<file path="src/rtl/riscv_if_pkg.sv">
// Shared constants and types for the RV32I instruction-fetch stage.
package riscv_if_pkg;

    localparam int          INSTR_W           = 32;
    localparam logic [31:0] DEFAULT_RESET_PC  = 32'h0000_0000;
    localparam logic [31:0] DEFAULT_NOP_INSTR = 32'h0000_0013;  // addi x0,x0,0

    // IDLE: PC follows normal priority; PEND: a redirect arrived while PC was stalled
    typedef enum logic {
        IDLE = 1'b0,
        PEND = 1'b1
    } fetch_state_t;

endpackage

</file>
<file path="src/rtl/if_id_reg.sv">
// IF/ID pipeline register: flush > stall > wrong-path squash > load.
// A faulting fetch is delivered as a valid, marked NOP rather than a bubble.
module if_id_reg
    import riscv_if_pkg::*;
#(
    parameter logic [INSTR_W-1:0] NOP_INSTR = DEFAULT_NOP_INSTR
) (
    input  logic               clk,
    input  logic               rst,          // asynchronous, active-low
    input  logic               stall,
    input  logic               flush,
    input  logic               squash,
    input  logic [INSTR_W-1:0] fetch_instr,
    input  logic [31:0]        fetch_pc,
    input  logic               fetch_fault,
    output logic [INSTR_W-1:0] instr,
    output logic [31:0]        pc,
    output logic [31:0]        pc_plus4,
    output logic               valid,
    output logic               fault
);

    logic [INSTR_W-1:0] instr_reg;
    logic [31:0]        pc_reg;
    logic [31:0]        pc_plus4_reg;
    logic               valid_reg;
    logic               fault_reg;

    // Register update; a bubble is NOP with zero PCs and both flags low
    always_ff @(posedge clk or negedge rst) begin
        if (!rst) begin
            instr_reg    <= NOP_INSTR;
            pc_reg       <= 32'h0;
            pc_plus4_reg <= 32'h0;
            valid_reg    <= 1'b0;
            fault_reg    <= 1'b0;
        end else if (flush) begin
            instr_reg    <= NOP_INSTR;
            pc_reg       <= 32'h0;
            pc_plus4_reg <= 32'h0;
            valid_reg    <= 1'b0;
            fault_reg    <= 1'b0;
        end else if (stall) begin
            instr_reg    <= instr_reg;
            pc_reg       <= pc_reg;
            pc_plus4_reg <= pc_plus4_reg;
            valid_reg    <= valid_reg;
            fault_reg    <= fault_reg;
        end else if (squash) begin
            instr_reg    <= NOP_INSTR;
            pc_reg       <= 32'h0;
            pc_plus4_reg <= 32'h0;
            valid_reg    <= 1'b0;
            fault_reg    <= 1'b0;
        end else begin
            instr_reg    <= fetch_fault ? NOP_INSTR : fetch_instr;
            pc_reg       <= fetch_pc;
            pc_plus4_reg <= fetch_pc + 32'd4;
            valid_reg    <= 1'b1;
            fault_reg    <= fetch_fault;
        end
    end

    assign instr    = instr_reg;
    assign pc       = pc_reg;
    assign pc_plus4 = pc_plus4_reg;
    assign valid    = valid_reg;
    assign fault    = fault_reg;

endmodule

</file>
<file path="src/rtl/if_fetch_stage.sv">
// Fetch stage: PC register, stalled-redirect tracking, fetch fault check,
// and the IF/ID register feeding decode.
module if_fetch_stage
    import riscv_if_pkg::*;
#(
    parameter logic [31:0]        RESET_PC   = DEFAULT_RESET_PC,
    parameter logic [INSTR_W-1:0] NOP_INSTR  = DEFAULT_NOP_INSTR,
    parameter int                 IMEM_WORDS = 256
) (
    input  logic               clk,
    input  logic               rst,          // asynchronous, active-low
    input  logic               StallF,
    input  logic               StallD,
    input  logic               FlushD,
    input  logic               PCSrcE,
    input  logic [31:0]        PCTargetE,
    input  logic [INSTR_W-1:0] InstrF,
    output logic [31:0]        PCF,
    output logic [INSTR_W-1:0] InstrD,
    output logic [31:0]        PCD,
    output logic [31:0]        PCPlus4D,
    output logic               ValidD,
    output logic               FaultD
);

    localparam logic [31:0] IMEM_LIMIT = 32'(IMEM_WORDS);

    logic [31:0]  pc_reg;
    logic [31:0]  pend_target_reg;
    fetch_state_t state_reg;
    logic         fetch_fault;
    logic         squash;

    // Misaligned or beyond the end of instruction memory
    assign fetch_fault = (pc_reg[1:0] != 2'b00) || ({2'b00, pc_reg[31:2]} >= IMEM_LIMIT);

    // Anything fetched while a redirect is in flight is on the wrong path
    assign squash = PCSrcE || (state_reg == PEND);

    // Next-PC selection and redirect bookkeeping while the PC is stalled
    always_ff @(posedge clk or negedge rst) begin
        if (!rst) begin
            pc_reg          <= RESET_PC;
            pend_target_reg <= 32'h0;
            state_reg       <= IDLE;
        end else if (PCSrcE && !StallF) begin
            pc_reg    <= PCTargetE;
            state_reg <= IDLE;       // a fresh redirect supersedes any pending one
        end else if ((state_reg == PEND) && !StallF) begin
            pc_reg    <= pend_target_reg;
            state_reg <= IDLE;
        end else if (StallF) begin
            if (PCSrcE) begin
                pend_target_reg <= PCTargetE;   // latest redirect wins
                state_reg       <= PEND;
            end
        end else begin
            pc_reg <= pc_reg + 32'd4;           // wraps modulo 2^32
        end
    end

    assign PCF = pc_reg;

    if_id_reg #(
        .NOP_INSTR (NOP_INSTR)
    ) u_if_id_reg (
        .clk         (clk),
        .rst         (rst),
        .stall       (StallD),
        .flush       (FlushD),
        .squash      (squash),
        .fetch_instr (InstrF),
        .fetch_pc    (pc_reg),
        .fetch_fault (fetch_fault),
        .instr       (InstrD),
        .pc          (PCD),
        .pc_plus4    (PCPlus4D),
        .valid       (ValidD),
        .fault       (FaultD)
    );

endmodule
</file>
<file path="config.mk">
export PLATFORM = sky130hd
export DESIGN_NAME = if_fetch_stage
export DESIGN_NICKNAME = d
export VERILOG_FILES = /design/src/rtl/riscv_if_pkg.sv /design/src/rtl/if_id_reg.sv /design/src/rtl/if_fetch_stage.sv
export SDC_FILE = /design/constraint.sdc
export NUM_CORES = 1
export LEC_CHECK = 0
export BUFFER_PORTS_ARGS = -buffer_cell sky130_fd_sc_hd__buf_2
export CORE_UTILIZATION = 34
export CTS_CLUSTER_SIZE = 10
export DETAILED_ROUTE_END_ITERATION = 8
export GPL_TIMING_DRIVEN = 0
export SETUP_SLACK_MARGIN = 0.02
export SYNTH_ARGS = -nofsm -noshare
export SYNTH_HDL_FRONTEND = slang
export SYNTH_HIERARCHICAL = 1
export SYNTH_SLANG_ARGS = --single-unit
</file>
<file path="constraint.sdc">
create_clock -name clk -period 2.6 [get_ports clk]
set_input_delay 0.52 -clock clk [delete_from_list [all_inputs] [get_ports clk]]
set_output_delay 0.52 -clock clk [all_outputs]
set_load 0.01 [all_outputs]
</file>
==> metrics, run 1 <==
Reg2Reg Capture Point=PCF[31]$_DFFE_PN0P_; Layout Skew=0.00873 ns; Netlist Area Pre-Place=7610 um2; synth cell count leaders=dfrtp_1 (158), nand2_1 (71), a22o_1 (62); Total Routing Usage GR=21.5%; FFs w/ async S/R, synth=100%; worst-case vdd ir drop=300 uV; CTS Buf Count=17; Seq/Total Area, Yosys=53.0%; syn_area_per_cell=10.7 um2; FF+latch count, synth=161; root buffer cell=clkbuf_16; crit path kind=flip-flop to flip-flop; Finished Cell Area=9600 um2; Final Non-Filler Cells=1219; min-delay worst type=input pin to asynchronous set/reset pin; wire per inst=20.0 um; vias after detailed routing=6498; CTS Buffer Depth=2; Synth area leader=dfrtp_1; area of the multi-input gates=3340 um2; outcome=completed; total routed wirelength=24400 um; CTS H-tree depth=4; Slew headroom=50.7%; count leader, synth=dfrtp_1; Initial Util=34.8%; Synth Net Count=783; Syn-to-layout area delta=26.1%; Primary FF master, synth=dfrtp_1; CP endpoint kind=flip-flop; die area=23000 um2; Die X=152 um; Die Ht=152 um; Synth top area share=52.0%; Gate Count Post-Synth=710; leakage=4.47 nW; dpl hpwl=17600 um; startpoint class of the critical path=flip-flop; number of synthesized flops with an enable pin=0; later-pin clock latency in the skew report=0.43 ns; Final Slew Violations=0; RSZ-0062 raised after global routing=false; worst endpoint required time=2.89 ns; TritonCTS Sinks=161; Netlist cell types=61; Avg Vias per Cell=5.33; worst flop-to-flop path startpoint=PCF[12]$_DFFE_PN0P_; reg2reg path depth=6; DR iter-0 viols=404; Crit Path Max Fanout=10; First-pass DRT Iterations=5; CTS tree=built; GPL Wtd Cong=0.832; DRC errors left=0; largest net degree at the start of global routing=103; FP Rows=54; antenna-violating nets left=0; fin crit period=2.42 ns; first-pass GRT wire length=36800 um; Finish-stage setup viols=0; fin crit share=93.1%; Port Buf Inserts=198; Overflow after GRT=0; initial antenna violation count=0; core area=21900 um2; # diodes=0; Post-DP Area=8990 um2; hold_buf cts=0; nets=999; layout cells sized above 1=31.9%; Max Clk Rate=413 MHz; max-cap viol count=0; main area contributors after synthesis=dfrtp_1 (52%), a22o_1 (7.1%), mux2_2 (4.7%), nand2_1 (3.5%), xor2_1 (3.3%); Worst EP arrival=2.71 ns; I/O Pins=200; fillers=2160; power per standard cell area=673 nW/um2; Yosys warning total=6; FF/Latch Area=4040 um2; vias in the first global route=6275; setup TNS=0 ns; clk slew on worst S/H paths=0.07 ns; final hold vios=0; placed insts=1189; FF-to-FF setup slack=0.18 ns; Worst-Margin Slew=0.733 ns
-- timing repair --
| action | CTS | global route |
|---|---|---|
| setup endpoints to repair | 43 | 18 |
| buffers inserted | 0 | 0 |
| resized for setup | 2 | 7 |
| cloned | 0 | 0 |
-- layout make-up --
| class | instances | area share [%] |
|---|---|---|
| buffer | 46 | 1.99 |
| clock buffer | 22 | 4.84 |
| clock inverter | 10 | 1.33 |
| inverter | 12 | 0.548 |
| multi-input combinational | 489 | 34.8 |
| sequential | 161 | 42.1 |
| tap | 280 | 3.65 |
| timing repair buffer | 199 | 10.7 |
-- per-stage QoR --
stage	hold WS [ns]	setup slack [ns]	util [%]	power, mW
floorplan	0.224	0.351	-	3.47
global placement	0.460	-1.55	40.9	3.94
detailed placement	0.462	-0.870	41.1	3.96
CTS	0.0174	0.0333	43.8	6.51
global route	0.0352	0.0441	43.8	6.74
finish	0.00373	0.180	43.8	6.46
-- worst max-delay path, cell delays in order (launching register included) --
cell and delay (ns):
dfrtp_1 0.70, and4_1 0.33, nand4_1 0.17, clkbuf_1 0.30
nor4_1 0.47, xnor2_1 0.18, o221ai_1 0.12
-- layout by cell type, fill, tap and decap left out, types with 3 or more instances in the layout --
cell type and n:
a21oi_1 16, a221o_1 4, a22o_1 62, a22oi_1 20
a31oi_1 4, and3_1 4, and4_1 3, buf_1 5
buf_2 203, buf_4 3, clkbuf_1 35, clkbuf_16 17
clkinvlp_4 6, dfrtp_1 153, dfrtp_2 5, dfstp_2 3
ha_1 3, inv_1 10, mux2_2 32, mux2i_1 3
nand2_1 71, nand2b_1 3, nand3_1 24, nand4_1 16
nor2_1 38, nor3_1 9, nor4_1 11, o211ai_1 4
o21a_1 5, o21ai_0 48, o21ai_1 7, o21ai_2 3
o221ai_1 7, o22a_1 5, o22ai_1 4, o31ai_1 3
xnor2_1 15, xor2_1 29
-- power by group --
part,internal (mW),leakage [nW],total [mW],switching [mW]
Clock,1.48,0.275,2.54,1.06
Combinational,0.387,2.10,0.877,0.490
Sequential,2.69,2.09,3.04,0.357
Total,4.55,4.47,6.46,1.91
-- kinds of logic (layout without fill, tap and decap cells) --
| kind of cell | after synthesis | after routing | synth area share [%] |
|---|---|---|---|
| and+or+nand+nor | 209 | 209 | 14.5 |
| adders and majority gates | 3 | 3 | 0.493 |
| buffers and inverters | 60 | 289 | 3.21 |
| xor gates and xnor gates | 45 | 45 | 5.28 |
| AOI/OAI and AO/OA | 197 | 197 | 18.4 |
| DFF | 161 | 161 | 53.0 |
| muxes | 35 | 35 | 5.13 |
-- per-layer routing --
| metal | GRT usage [%] | share of wire, % | vias to the layer above |
|---|---|---|---|
| li1 | - | - | 3051 |
| met4 | 6.88 | 1.6 | 0 |
| met5 | 0 | 0 | - |
| met3 | 4.01 | 6.1 | 34 |
| met1 | 28.9 | 45 | 3157 |
| met2 | 34.9 | 47 | 256 |
-- worst max path at each step --
stage / from / endpoint / slack [ns] / cells past startpoint
global placement: rst / pend_target_reg[21]$_DFFE_PN0P_ / -1.55 / 1
global route: PCSrcE / u_if_id_reg/pc_plus4[2]$_DFFE_PN0P_ / 0.04 / 7
finish: PCF[12]$_DFFE_PN0P_ / PCF[31]$_DFFE_PN0P_ / 0.18 / 6
floorplan: PCF[2]$_DFFE_PN0P_ / PCF[20]$_DFFE_PN0P_ / 0.35 / 7
CTS: PCF[10]$_DFFE_PN0P_ / PCF[31]$_DFFE_PN0P_ / 0.03 / 6
detailed placement: PCSrcE / u_if_id_reg/pc[12]$_DFFE_PN0P_ / -0.87 / 8
No activity file was read; power rests on OpenSTA's default activity.
==> run 2, diff against run 1 <==
--- a/config.mk
+++ b/config.mk
@@ -10,6 +10,7 @@
 export CTS_CLUSTER_SIZE = 10
 export DETAILED_ROUTE_END_ITERATION = 8
 export GPL_TIMING_DRIVEN = 0
+export PLACE_DENSITY_LB_ADDON = 0.2
 export SETUP_SLACK_MARGIN = 0.02
 export SYNTH_ARGS = -nofsm -noshare
 export SYNTH_HDL_FRONTEND = slang
==> constraint.sdc (replaced) <==
create_clock -name clk -period 3.1 [get_ports clk]
set_input_delay 0.62 -clock clk [delete_from_list [all_inputs] [get_ports clk]]
set_output_delay 0.62 -clock clk [all_outputs]
set_load 0.01 [all_outputs]
==> run 2 against run 1 <==
Global-route usage up 0.17 points; hold slack better by 0.10 ns; count of clock-buffer cells in the layout down 1; sequential share of layout area about the same; core utilization down 0.086 points; register-to-register slack better by 0.26 ns; via count up 0.82%; critical path depth up 2; first-iteration DRC count up 0.25%; die area unchanged; clock power down 18%; final cell count up 0.16%.
==> metrics, run 2 (synthesis gave the netlist of run 1 again) <==
Die X=152 um; dpl hpwl=17500 um; first-pass GRT wire length=37100 um; most frequent cells in the layout=buf_2 (203), dfrtp_1 (158), nand2_1 (71); initial antenna violation count=0; vias in the first global route=6399; largest net degree at the start of global routing=103; hold_buf cts=0; # diodes=0; Port Buf Inserts=198; CP endpoint kind=flip-flop; crit path kind=input pin to flip-flop; Finish-stage setup viols=0; TritonCTS Sinks=161; later-pin clock latency in the skew report=0.43 ns; DRC errors left=0; Initial Util=34.8%; CTS Buffer Depth=2; CTS H-tree depth=4; Comb pwr share=13.7%; total routed wirelength=24200 um; Die Ht=152 um; fin crit period=2.83 ns; root buffer cell=clkbuf_16; max-cap viol count=0; Slew headroom=44.6%; I/O Pins=200; CTS tree=built; Switch Pwr=1.60 mW; Avg Vias per Cell=5.37; clock network fraction of total power=38.8%; worst endpoint required time=3.46 ns; fin crit share=91.1%; worst-case vdd ir drop=330 uV; layout cells sized above 1=31.5%; switching share of power=29.7%; Worst EP arrival=3.19 ns; GPL Wtd Cong=0.868; nets=1001; CTS Buf Count=17; setup TNS=0 ns; die area=23000 um2; power per standard cell area=560 nW/um2; RSZ-0062 raised after global routing=false; leakage=4.48 nW; Max Clk Rate=354 MHz; Reg power frac=47.4%; antenna-violating nets left=0; wire per inst=19.8 um; commonest non-fill, non-tap cell in the layout=buf_2; worst hold margin=0.108 ns; Crit Path Max Fanout=10; First-pass DRT Iterations=5; Layout Skew=0.0153 ns; Int Pwr=3.77 mW; core area=21900 um2; Total Routing Usage GR=21.7%; Worst-Margin Slew=0.824 ns; Syn-to-layout area delta=25.9%; Final Slew Violations=0; vias after detailed routing=6551; final hold vios=0; DR iter-0 viols=405; startpoint class of the critical path=input pin; clk slew on worst S/H paths=0.06 ns; FP Rows=54; outcome=completed; Overflow after GRT=0; min-delay worst type=input pin to asynchronous set/reset pin
-- run 2: cell types whose count changed in the layout (fill, tap and decap cells not counted), moves of 2 or more --
cell        before  now
clkbuf_8         2    4
inv_1           10   12
clkinvlp_4       6    4
clkinv_2         0    2
dfrtp_1        153  158
dfrtp_2          5    0
-- run 2: per-layer routing --
metal  up-vias  GRT usage (%)  share of wire, %
li1       3058              -                 -
met1      3218           29.0                45
met2       247           34.9                47
met3        28           4.73               6.5
met4         0           6.63               1.7
met5         -              0                 0
-- run 2: path summary, 6_finish.rpt --
kind | slack [ns] | to | startpoint | depth (start not counted)
min in group clk | 0.40 | u_if_id_reg/instr[1]$_DFFE_PN1P_ | InstrF[1] | 2
worst min-delay path | 0.11 | u_if_id_reg/instr[16]$_DFFE_PN0P_ | rst | 1
worst min register to register | 0.47 | u_if_id_reg/pc[18]$_DFFE_PN0P_ | u_if_id_reg/pc[18]$_DFFE_PN0P_ | 2
max in group asynchronous | 2.11 | u_if_id_reg/pc[20]$_DFFE_PN0P_ | rst | 2
worst max register to register | 0.44 | u_if_id_reg/pc[16]$_DFFE_PN0P_ | state_reg$_DFFE_PN0P_ | 6
worst max-delay path | 0.27 | u_if_id_reg/pc[16]$_DFFE_PN0P_ | PCSrcE | 8
-- run 2: stage by stage --
step           cells  utilization (%)  total power, mW  cell area [um2]  setup WS [ns]
2_1_floorplan    710                -             2.91             7610          0.773
3_3_place_gp    1188             40.9             3.31             8950          -1.17
3_5_place_dp    1189             41.1             3.32             8990         -0.633
4_1_cts         1221             43.8             5.41             9580          0.232
5_1_grt         1221             43.8             5.62             9580         0.0539
6_report        1221             43.8             5.37             9580          0.275
-- run 2: layout make-up --
class / instances / area (um2)
Timing Repair Buffer: 199 / 1030
Multi-Input combinational cell: 489 / 3340
Fill cell: 2175 / 12300
Inverter: 12 / 45.0
Clock inverter: 11 / 105
Clock buffer: 21 / 480
Sequential cell: 161 / 4030
Buffer: 48 / 199
Tap cell: 280 / 350
-- run 2: worst max-delay path, cell delays in order --
cell and delay (ns):
buf_2 0.11, clkbuf_1 0.20, inv_1 0.17, clkbuf_1 0.44, nand2_1 0.28, nor3_2 0.68
clkbuf_1 0.47, a22o_1 0.21
-- run 2: power by group through the flow --
stage / registers (mW) / clock network (mW) / logic [mW]
2_1_floorplan: 2.52 / 0 / 0.390
3_3_place_gp: 2.58 / 0 / 0.728
3_5_place_dp: 2.58 / 0 / 0.738
4_1_cts: 2.55 / 2.13 / 0.742
5_1_grt: 2.57 / 2.23 / 0.820
6_report: 2.55 / 2.08 / 0.736
-- run 2: timing repair --
action                                  CTS  global route
setup buffers                             0             0
resized for setup                         1             0
endpoints found under the setup margin   30             0
==> run 3, diff against run 2 <==
--- a/config.mk
+++ b/config.mk
@@ -6,7 +6,7 @@
 export NUM_CORES = 1
 export LEC_CHECK = 0
 export BUFFER_PORTS_ARGS = -buffer_cell sky130_fd_sc_hd__buf_2
-export CORE_UTILIZATION = 34
+export CORE_UTILIZATION = 25
 export CTS_CLUSTER_SIZE = 10
 export DETAILED_ROUTE_END_ITERATION = 8
 export GPL_TIMING_DRIVEN = 0
==> run 3 against run 2 <==
Global-route usage down 4.5 points; sequential power about the same; hold slack improved by 0.062 ns; total power up 4.8%; critical path depth unchanged; register-to-register slack worse by 0.10 ns; core utilization shrank 11 points; non-clock buffer count unchanged; clock skew barely moved; die area up 35%; final area is 2.0% higher; clock power is 12% higher; critical endpoint is now u_if_id_reg/pc[12]$_DFFE_PN0P_.
==> metrics, run 3 (synthesis gave the netlist of run 1 again) <==
placed insts=1299; Layout Utilization=32.8%; root buffer cell=clkbuf_16; Reg2Reg Capture Point=u_if_id_reg/pc[12]$_DFFE_PN0P_; final hold vios=0; post-cts gate resize count=0; worst hold margin=0.169 ns; Initial Util=25.5%; die area=31100 um2; initial antenna violation count=0; Avg Vias per Cell=4.88; crit path kind=input pin to flip-flop; power per standard cell area=576 nW/um2; most frequent cells in the layout=buf_2 (203), dfrtp_1 (158), nand2_1 (71); CTS Buf Count=17; commonest non-fill, non-tap cell in the layout=buf_2; vias in the first global route=6255; min-delay worst type=input pin to asynchronous set/reset pin; Post-CTS Setup Inserts=0; vias after detailed routing=6489; # diodes=0; Layout Skew=0.0152 ns; reg2reg path depth=6; I/O Pins=200; FP Rows=63; Total Routing Usage GR=17.2%; Slew headroom=48.9%; outcome=completed; Syn-to-layout area delta=28.3%; clk slew on worst S/H paths=0.07 ns; Max Clk Rate=357 MHz; Worst Setup EP=u_if_id_reg/pc[12]$_DFFE_PN0P_; RSZ-0062 raised after global routing=false; DR iter-0 viols=394; Worst EP arrival=3.16 ns; max-cap viol count=0; TritonCTS Sinks=161; DRC errors left=0; total routed wirelength=26800 um; Final Non-Filler Cells=1331; wire per inst=20.1 um; Die X=176 um; nets=1001; CTS H-tree depth=4; CTS tree=built; Crit. Startpoint=PCSrcE; CP endpoint kind=flip-flop; layout cells sized above 1=31.3%; startpoint class of the critical path=input pin; total power=5.63 mW; worst-case vdd ir drop=383 uV; later-pin clock latency in the skew report=0.43 ns; Overflow after GRT=0; hold_buf cts=0; fillers=3113; fin crit period=2.80 ns; Crit Path Max Fanout=10; GPL Wtd Cong=0.782; Die Ht=176 um; FF-to-FF setup slack=0.34 ns; largest net degree at the start of global routing=82; core area=29800 um2; antenna-violating nets left=0; leakage=4.51 nW; worst flop-to-flop path startpoint=state_reg$_DFFE_PN0P_; dpl hpwl=19300 um; Worst-Margin Slew=0.766 ns; Final Slew Violations=0; Finish-stage setup viols=0; first-pass GRT wire length=39900 um; Port Buf Inserts=198; worst endpoint required time=3.47 ns; setup TNS=0 ns; First-pass DRT Iterations=5; CTS Buffer Depth=2; fin crit share=90.3%
-- run 3: cell count changes in the layout (fill, tap and decap cells not counted), sizes merged --
| cell | delta |
|---|---|
| inv | +1 |
| clkinv | -2 |
| clkinvlp | -1 |
| clkbuf | -1 |
| bufinv | +3 |
-- run 3: power by group --
group / switching, mW / internal, mW
Clock: 0.925 / 1.40
Combinational: 0.424 / 0.325
Sequential: 0.304 / 2.25
-- run 3: routing by layer --
metal	routed length (um)	GRT usage [%]	up-vias
met5	0	0	-
met4	360	4.53	0
met3	1560	3.60	29
met2	12200	27.2	236
met1	12600	23.8	3169
li1	-	-	3055
-- run 3: metrics by stage --
step | area [um2] | setup slack (ns)
2_1_floorplan | 7610 | 0.773
3_3_place_gp | 9090 | -1.37
3_5_place_dp | 9130 | -0.322
4_1_cts | 9770 | 0.145
5_1_grt | 9770 | 0.0348
6_report | 9770 | 0.301
-- run 3: how the worst min path moves through the flow --
stage	to	start
final	u_if_id_reg/instr[23]$_DFFE_PN0P_	rst
after global routing	u_if_id_reg/instr[23]$_DFFE_PN0P_	rst
after global placement	u_if_id_reg/pc_plus4[22]$_DFFE_PN0P_	u_if_id_reg/pc_plus4[22]$_DFFE_PN0P_
after floorplan	PCF[0]$_DFFE_PN0P_	rst
after CTS	u_if_id_reg/instr[23]$_DFFE_PN0P_	rst
after detailed placement	u_if_id_reg/valid$_DFFE_PN0P_	u_if_id_reg/valid$_DFFE_PN0P_
-- run 3: critical path, cell delays in order --
cell	delay, ns
buf_2	0.11
clkbuf_1	0.21
inv_1	0.16
clkbuf_1	0.41
nand2_1	0.26
nor3_2	0.68
clkbuf_1	0.48
a22o_1	0.21
-- run 3: final cells by class --
| class | instances | area (um2) | area share, % |
|---|---|---|---|
| inverter | 12 | 45.0 | 0.461 |
| clock buffer | 20 | 457 | 4.68 |
| timing repair buffer | 199 | 1030 | 10.5 |
| tap | 390 | 488 | 5.00 |
| buffer | 48 | 199 | 2.04 |
| sequential | 161 | 4030 | 41.3 |
| multi-input combinational | 489 | 3340 | 34.2 |
| clock inverter | 12 | 179 | 1.83 |
